==> src/rtl/fetch_stage.sv <==
// Instruction-fetch stage: owns the PC, drives the inst_req/addr_ok/data_ok
// request side, and hands {valid, pc, cancelled, exception} slots to decode.
module fetch_stage #(
    parameter logic [31:0] RESET_PC        = 32'hbfc00000,
    parameter int unsigned MAX_OUTSTANDING = 2
) (
    input  logic        clk,
    input  logic        resetn,
    output logic        inst_req,
    output logic [31:0] inst_addr,
    input  logic        inst_addr_ok,
    input  logic        inst_data_ok,
    input  logic        br_valid,
    input  logic [31:0] br_target,
    input  logic        exc_redirect,
    input  logic [31:0] exc_target,
    input  logic        ready_i,
    output logic        valid_o,
    output logic [31:0] pc_o,
    output logic        cancelled_o,
    output logic        exc_o,
    output logic [4:0]  exccode_o
);

    localparam int unsigned OW       = 3;
    localparam logic [4:0]  EXC_ADEL = 5'h04;

    typedef enum logic [1:0] {S_FETCH, S_HOLD, S_EXC} state_t;

    state_t          state_q, state_d;
    logic [31:0]     pc_q, pc_d;
    logic            valid_q, valid_d;
    logic [31:0]     slot_pc_q, slot_pc_d;
    logic            canc_q, canc_d;
    logic            exc_q, exc_d;
    logic [4:0]      code_q, code_d;
    logic [OW-1:0]   outst_q, outst_d;
    logic            buf_v_q, buf_v_d;
    logic            buf_exc_q, buf_exc_d;
    logic [31:0]     buf_tgt_q, buf_tgt_d;
    logic            acc_q, acc_d;

    logic            req_c;
    logic            hs;
    logic            redir;
    logic [31:0]     redir_tgt;
    logic            buf_v_n;
    logic            buf_exc_n;
    logic [31:0]     buf_tgt_n;
    logic            dec;

    assign inst_addr = pc_q;
    assign inst_req  = req_c;
    assign hs        = req_c & inst_addr_ok;
    assign redir     = br_valid | exc_redirect;
    assign redir_tgt = exc_redirect ? exc_target : br_target;
    assign dec       = inst_data_ok && (outst_q != '0);

    // Redirect buffer as it stands including this cycle's pulse; exceptions are sticky over branches.
    assign buf_v_n   = buf_v_q | redir;
    assign buf_exc_n = buf_exc_q | exc_redirect;
    assign buf_tgt_n = exc_redirect                ? exc_target :
                       (br_valid && !buf_exc_q)     ? br_target  : buf_tgt_q;

    always_comb begin
        state_d   = state_q;
        pc_d      = pc_q;
        valid_d   = valid_q;
        slot_pc_d = slot_pc_q;
        canc_d    = canc_q;
        exc_d     = exc_q;
        code_d    = code_q;
        buf_v_d   = buf_v_q;
        buf_exc_d = buf_exc_q;
        buf_tgt_d = buf_tgt_q;
        acc_d     = acc_q;
        req_c     = 1'b0;

        unique case (state_q)
            S_FETCH: begin
                req_c = resetn && ready_i && (pc_q[1:0] == 2'b00) &&
                        (outst_q < OW'(MAX_OUTSTANDING)) && !redir;
                if (redir) begin
                    pc_d = redir_tgt;
                    if (ready_i)      valid_d = 1'b0;
                    else if (valid_q) canc_d  = 1'b1;
                end else if (ready_i) begin
                    if (pc_q[1:0] != 2'b00) begin
                        valid_d   = 1'b1;
                        slot_pc_d = pc_q;
                        canc_d    = 1'b0;
                        exc_d     = 1'b1;
                        code_d    = EXC_ADEL;
                        state_d   = S_EXC;
                    end else if (hs) begin
                        valid_d   = 1'b1;
                        slot_pc_d = pc_q;
                        canc_d    = 1'b0;
                        exc_d     = 1'b0;
                        code_d    = 5'h00;
                        pc_d      = pc_q + 32'd4;
                    end else begin
                        valid_d = 1'b0;
                        if (req_c) state_d = S_HOLD;
                    end
                end
            end
            S_HOLD: begin
                // Address stays put until accepted; afterwards wait for decode to take the slot.
                req_c     = resetn && !acc_q;
                buf_v_d   = buf_v_n;
                buf_exc_d = buf_exc_n;
                buf_tgt_d = buf_tgt_n;
                if ((hs || acc_q) && ready_i) begin
                    valid_d   = 1'b1;
                    slot_pc_d = pc_q;
                    canc_d    = buf_v_n;
                    exc_d     = 1'b0;
                    code_d    = 5'h00;
                    pc_d      = buf_v_n ? buf_tgt_n : pc_q + 32'd4;
                    buf_v_d   = 1'b0;
                    buf_exc_d = 1'b0;
                    acc_d     = 1'b0;
                    state_d   = S_FETCH;
                end else if (hs) begin
                    acc_d = 1'b1;
                end else if (ready_i) begin
                    valid_d = 1'b0;
                end
            end
            S_EXC: begin
                if (ready_i) valid_d = 1'b0;
                if (redir) begin
                    pc_d    = redir_tgt;
                    exc_d   = 1'b0;
                    code_d  = 5'h00;
                    if (valid_q && !ready_i) canc_d = 1'b1;
                    state_d = S_FETCH;
                end
            end
            default: state_d = S_FETCH;
        endcase

        outst_d = outst_q;
        if (hs && !dec)      outst_d = outst_q + OW'(1);
        else if (!hs && dec) outst_d = outst_q - OW'(1);
    end

    always_ff @(posedge clk) begin
        if (!resetn) begin
            state_q   <= S_FETCH;
            pc_q      <= RESET_PC;
            valid_q   <= 1'b0;
            slot_pc_q <= 32'h0;
            canc_q    <= 1'b0;
            exc_q     <= 1'b0;
            code_q    <= 5'h00;
            outst_q   <= '0;
            buf_v_q   <= 1'b0;
            buf_exc_q <= 1'b0;
            buf_tgt_q <= 32'h0;
            acc_q     <= 1'b0;
        end else begin
            state_q   <= state_d;
            pc_q      <= pc_d;
            valid_q   <= valid_d;
            slot_pc_q <= slot_pc_d;
            canc_q    <= canc_d;
            exc_q     <= exc_d;
            code_q    <= code_d;
            outst_q   <= outst_d;
            buf_v_q   <= buf_v_d;
            buf_exc_q <= buf_exc_d;
            buf_tgt_q <= buf_tgt_d;
            acc_q     <= acc_d;
        end
    end

    assign valid_o     = valid_q;
    assign pc_o        = slot_pc_q;
    assign cancelled_o = canc_q;
    assign exc_o       = exc_q;
    assign exccode_o   = code_q;

endmodule

==> config.mk <==
export PLATFORM = sky130hd
export DESIGN_NAME = fetch_stage
export DESIGN_NICKNAME = d
export VERILOG_FILES = /design/src/rtl/fetch_stage.sv
export SDC_FILE = /design/constraint.sdc
export NUM_CORES = 1
export LEC_CHECK = 0
export CORE_MARGIN = 2
export CORE_UTILIZATION = 47
export CTS_CLUSTER_SIZE = 12
export DETAILED_ROUTE_END_ITERATION = 16
export GPL_TIMING_DRIVEN = 1
export PLACE_DENSITY_LB_ADDON = 0.25
export SYNTH_ARGS = -nofsm -noshare
export SYNTH_HDL_FRONTEND = slang
export SYNTH_SLANG_ARGS = --single-unit
==> constraint.sdc <==
create_clock -name clk -period 2.4 [get_ports clk]
set_input_delay 0.48 -clock clk [delete_from_list [all_inputs] [get_ports clk]]
set_output_delay 0.48 -clock clk [all_outputs]
set_load 0.1 [all_outputs]
==> flow_summary.toml <==
[timing]
hold_viol_final = 0
maxSlewHeadroom_pct = 62.45
setup_viol = 0
report.final.slew_viol_count = 0
fin_tns_setup_ns = 0
min_period_ns = 2.264
max_freq_ghz = 0.4417
fin_crit_sh_pct = 94.34
worst-slew-pin-transition_ns = 0.5589
fin_skew_ns = 0.01479
hold-worst-slack_ns = 0.4582
rsz0062_at_grt = "no"

[floorplanning]
pin_count = 144
core_um2 = 13720
rows = 43
initial_core_util_pct = 47.68
die_x_um = 122.0
dieArea_um2 = 14880
die_h_um = 122.0

[outcome]
status = "complete, no violations"

[synthesis]
synth_top_cell_area_share_pct = 32.75
synth-adder-area-share_pct = 1.454
synth_top_area_cell = "dfxtp_1"
synth_area_um2 = 6541
synth.mux.area_fraction_pct = 12.64
synth.distinct_cells = 65
synth_top_family_by_area = "compound AO/OA/AOI/OAI gates"
yosysWarnings = 0
synth_compound_area_share_pct = 23.66
synth_edf_count = 0
ys_seq_elements = 107
synthXorXnorAreaFrac_pct = 0.6695
syn_avg_cell_area_um2 = 7.732
yosysSeqAreaShare_pct = 32.75
synthTopCellsByArea = "dfxtp_1, mux2i_1, nand2_1"
synthCells = 846
synth_ff_type = "dfxtp_1"
synthSimpleGateAreaFrac_pct = 22.78
async_flop_share_pct = 0

[global_routing]
grt-ovfl-total = 0
grt_usage_pct = 28.47
antenna_found_initial = 0
grt_pass1_wl_um = 33500
first_global_vias = 6442
grt_max_degree = 55

[clock_network]
cts_tree = "yes"
root_buffer = "clkbuf_16"
clk_pin_slew_ns = 0.08
cts_buffer_depth = 2
cts.sinks = 107
htree_num_levels = 3
clock_latency_ns = 0.37
cts_buffers = 9

[worst_setup_path]
r2r-start = "state_q[1]$_SDFFE_PN0P_"
worstSetupStartpointType = "register"
crit_type = "register to register"
crit_buf_inv = 2
r2r-end = "outst_q[2]$_SDFFE_PN0P_"
critical-path-max-stage-delay_ns = 0.34
crit_end = "outst_q[2]$_SDFFE_PN0P_"
startpoint = "state_q[1]$_SDFFE_PN0P_"
cp_max_fo = 4
cp.required_ns = 2.69
r2r_cells = 11
crit_path_top_delay_cell = "dfxtp_2"
cp-end-kind = "register"
path_cells = "inv_2, ha_2, and3b_1, a31o_4, and2_4, ha_4, inv_1, fa_2, xor2_1, or3_1, a21oi_2"
cp.depth = 11
crit_family = "simple AND/OR/NAND/NOR gates"
rrSetupSlack_ns = 0.14
worstPathArrival_ns = 2.56

[power_and_ir_drop]
peakVddDrop_uv = 389.3
powerDensity_nw_per_um2 = 664.8
p_leak_nw = 3.550

[placement]
dp_hpwl_um = 15380
gp_congestion = 0.9205
port_buffers = 139
placed_area_um2 = 8547

[min_path]
hp-class = "register to register"

[cells_and_area]
nets = 1102
fin_util_pct = 64.68
fillerInstances = 1194
design_area_um2 = 8874
area_delta_synth_final_pct = 35.65
insertedDiodeCount = 0
final_layout_size_suffix_gt1_share_pct = 22.64

[drt]
vias = 7155
drt_iter0_markers = 753
drc = 0
vias_per_cell = 5.918
final_antenna_net_count = 0
dr.pass1.iters = 5
wire_per_inst_um = 17.50
wl_um = 21150

[job]
drv_cap = 0
## cell type report
class,count,area (um^2),area share (%)
multi-input cells,648,4101,46.22
clock inverters,6,57.56,0.6486
well taps,180,225.2,2.538
inverters,22,82.58,0.9306
flip-flops and latches,107,2163,24.38
clock buffers,10,239.0,2.693
repair buffers,236,2004,22.59
## layout by cell type, fill, tap and decap left out, types with 4 or more instances in the layout
cell type,n
nand4_1,10
o21ai_0,43
a21boi_0,5
nor4_1,5
buf_4,160
buf_12,5
o21ai_1,7
a31oi_1,10
o22ai_1,19
clkdlybuf4s50_1,66
a21oi_1,68
or3_1,11
conb_1,4
and3b_1,12
nor2_1,68
inv_1,19
o2bb2ai_1,4
a41oi_1,5
a32oi_1,5
dfxtp_1,90
nand2b_1,9
clkbuf_16,9
and3_1,7
nand3_1,23
nor3_1,14
a221o_1,4
a221oi_1,8
dfxtp_2,17
nand2_1,123
a211oi_1,15
mux2_2,5
or2_2,4
o211ai_1,7
o32ai_1,12
nor2b_1,4
mux2i_1,77
## state kept, by name (all words and copies together), names as in the netlist
signal,count
acc_q,1
buf_exc_q,1
buf_tgt_q,32
buf_v_q,1
cancelled_o,1
exccode_o,1
inst_addr,32
outst_q,3
pc_o,32
state_q,2
valid_o,1
## routing by layer
metal	track usage, %	routed length [um]	vias up
met1	38.12	8985	3348
met3	4.260	1735	43
met4	10.78	564	0
met5	0	0	-
met2	46.30	9866	326
li1	-	-	3438
## worst register-to-register path, stage by stage, from the launching register on
cell	delay, ns
dfxtp_2	0.34
inv_2	0.08
ha_2	0.20
and3b_1	0.24
a31o_4	0.12
and2_4	0.14
ha_4	0.12
inv_1	0.04
fa_2	0.32
xor2_1	0.15
or3_1	0.32
a21oi_2	0.12
## cell families after synthesis
| logic type | Yosys count |
|---|---|
| AOI/OAI and AO/OA | 239 |
| xor gates and xnor gates | 5 |
| adders and majority gates | 7 |
| buffers and inverters | 94 |
| DFF | 107 |
| muxes | 82 |
| other | 1 |
| and+or+nand+nor | 311 |
## Yosys cell counts, drive strengths merged, types with 3 or more instances
cell     count
nor2b        5
a21oi       70
buf         25
dfxtp      107
nor2        69
mux2         5
o32ai       12
and3         7
and3b       12
xor2         3
o211ai       7
a41oi        5
nand2      123
nand3       23
mux2i       77
nor3        14
a32oi        5
or3         11
o21a         3
a221oi       8
nand4       10
o22ai       19
o2bb2ai      4
inv         21
nor4         6
a211oi      16
or2          5
a21o         3
a221o        4
a21boi       5
a31oi       10
clkbuf      47
ha           6
o221a        5
o311ai       3
and2         4
o21ai       50
nand2b       9
## power breakdown
part / switching (mW) / internal [mW] / total (mW)
Sequential: 0.182 / 1.92 / 2.10
Clock: 0.759 / 0.756 / 1.52
Combinational: 1.53 / 0.759 / 2.29
Total: 2.47 / 3.43 / 5.90
## how the worst min path moves through the flow
stage / from / end / slack, ns / depth (start not counted)
2_1_floorplan: buf_tgt_q[19]$_SDFFE_PN0P_ / buf_tgt_q[19]$_SDFFE_PN0P_ / 0.42 / 2
3_3_place_gp: buf_tgt_q[19]$_SDFFE_PN0P_ / buf_tgt_q[19]$_SDFFE_PN0P_ / 0.43 / 2
3_5_place_dp: buf_tgt_q[19]$_SDFFE_PN0P_ / buf_tgt_q[19]$_SDFFE_PN0P_ / 0.44 / 2
4_1_cts: pc_o[0]$_SDFFE_PN0P_ / pc_o[0]$_SDFFE_PN0P_ / 0.46 / 2
5_1_grt: pc_o[15]$_SDFFE_PN0P_ / pc_o[15]$_SDFFE_PN0P_ / 0.48 / 2
6_report: pc_o[6]$_SDFFE_PN0P_ / pc_o[6]$_SDFFE_PN0P_ / 0.46 / 2
## through the flow
| stage | power, mW | setup WS (ns) | instances |
|---|---|---|---|
| global placement | 4.377 | -0.3868 | 1192 |
| floorplan | 3.663 | -0.1905 | 849 |
| finish | 5.899 | 0.1358 | 1209 |
| global route | 6.133 | 0.02782 | 1209 |
| CTS | 5.885 | 0.03463 | 1209 |
| detailed placement | 4.391 | -0.4208 | 1192 |
## repair_timing
| action | in CTS | in global routing |
|---|---|---|
| resized for setup | 1 | 6 |
| pin swaps | 1 | 2 |
| hold buffers | 0 | 0 |
| buffers inserted | 1 | 0 |
| setup endpoints to repair | 4 | 8 |
Power figures use the tool's default switching activity.
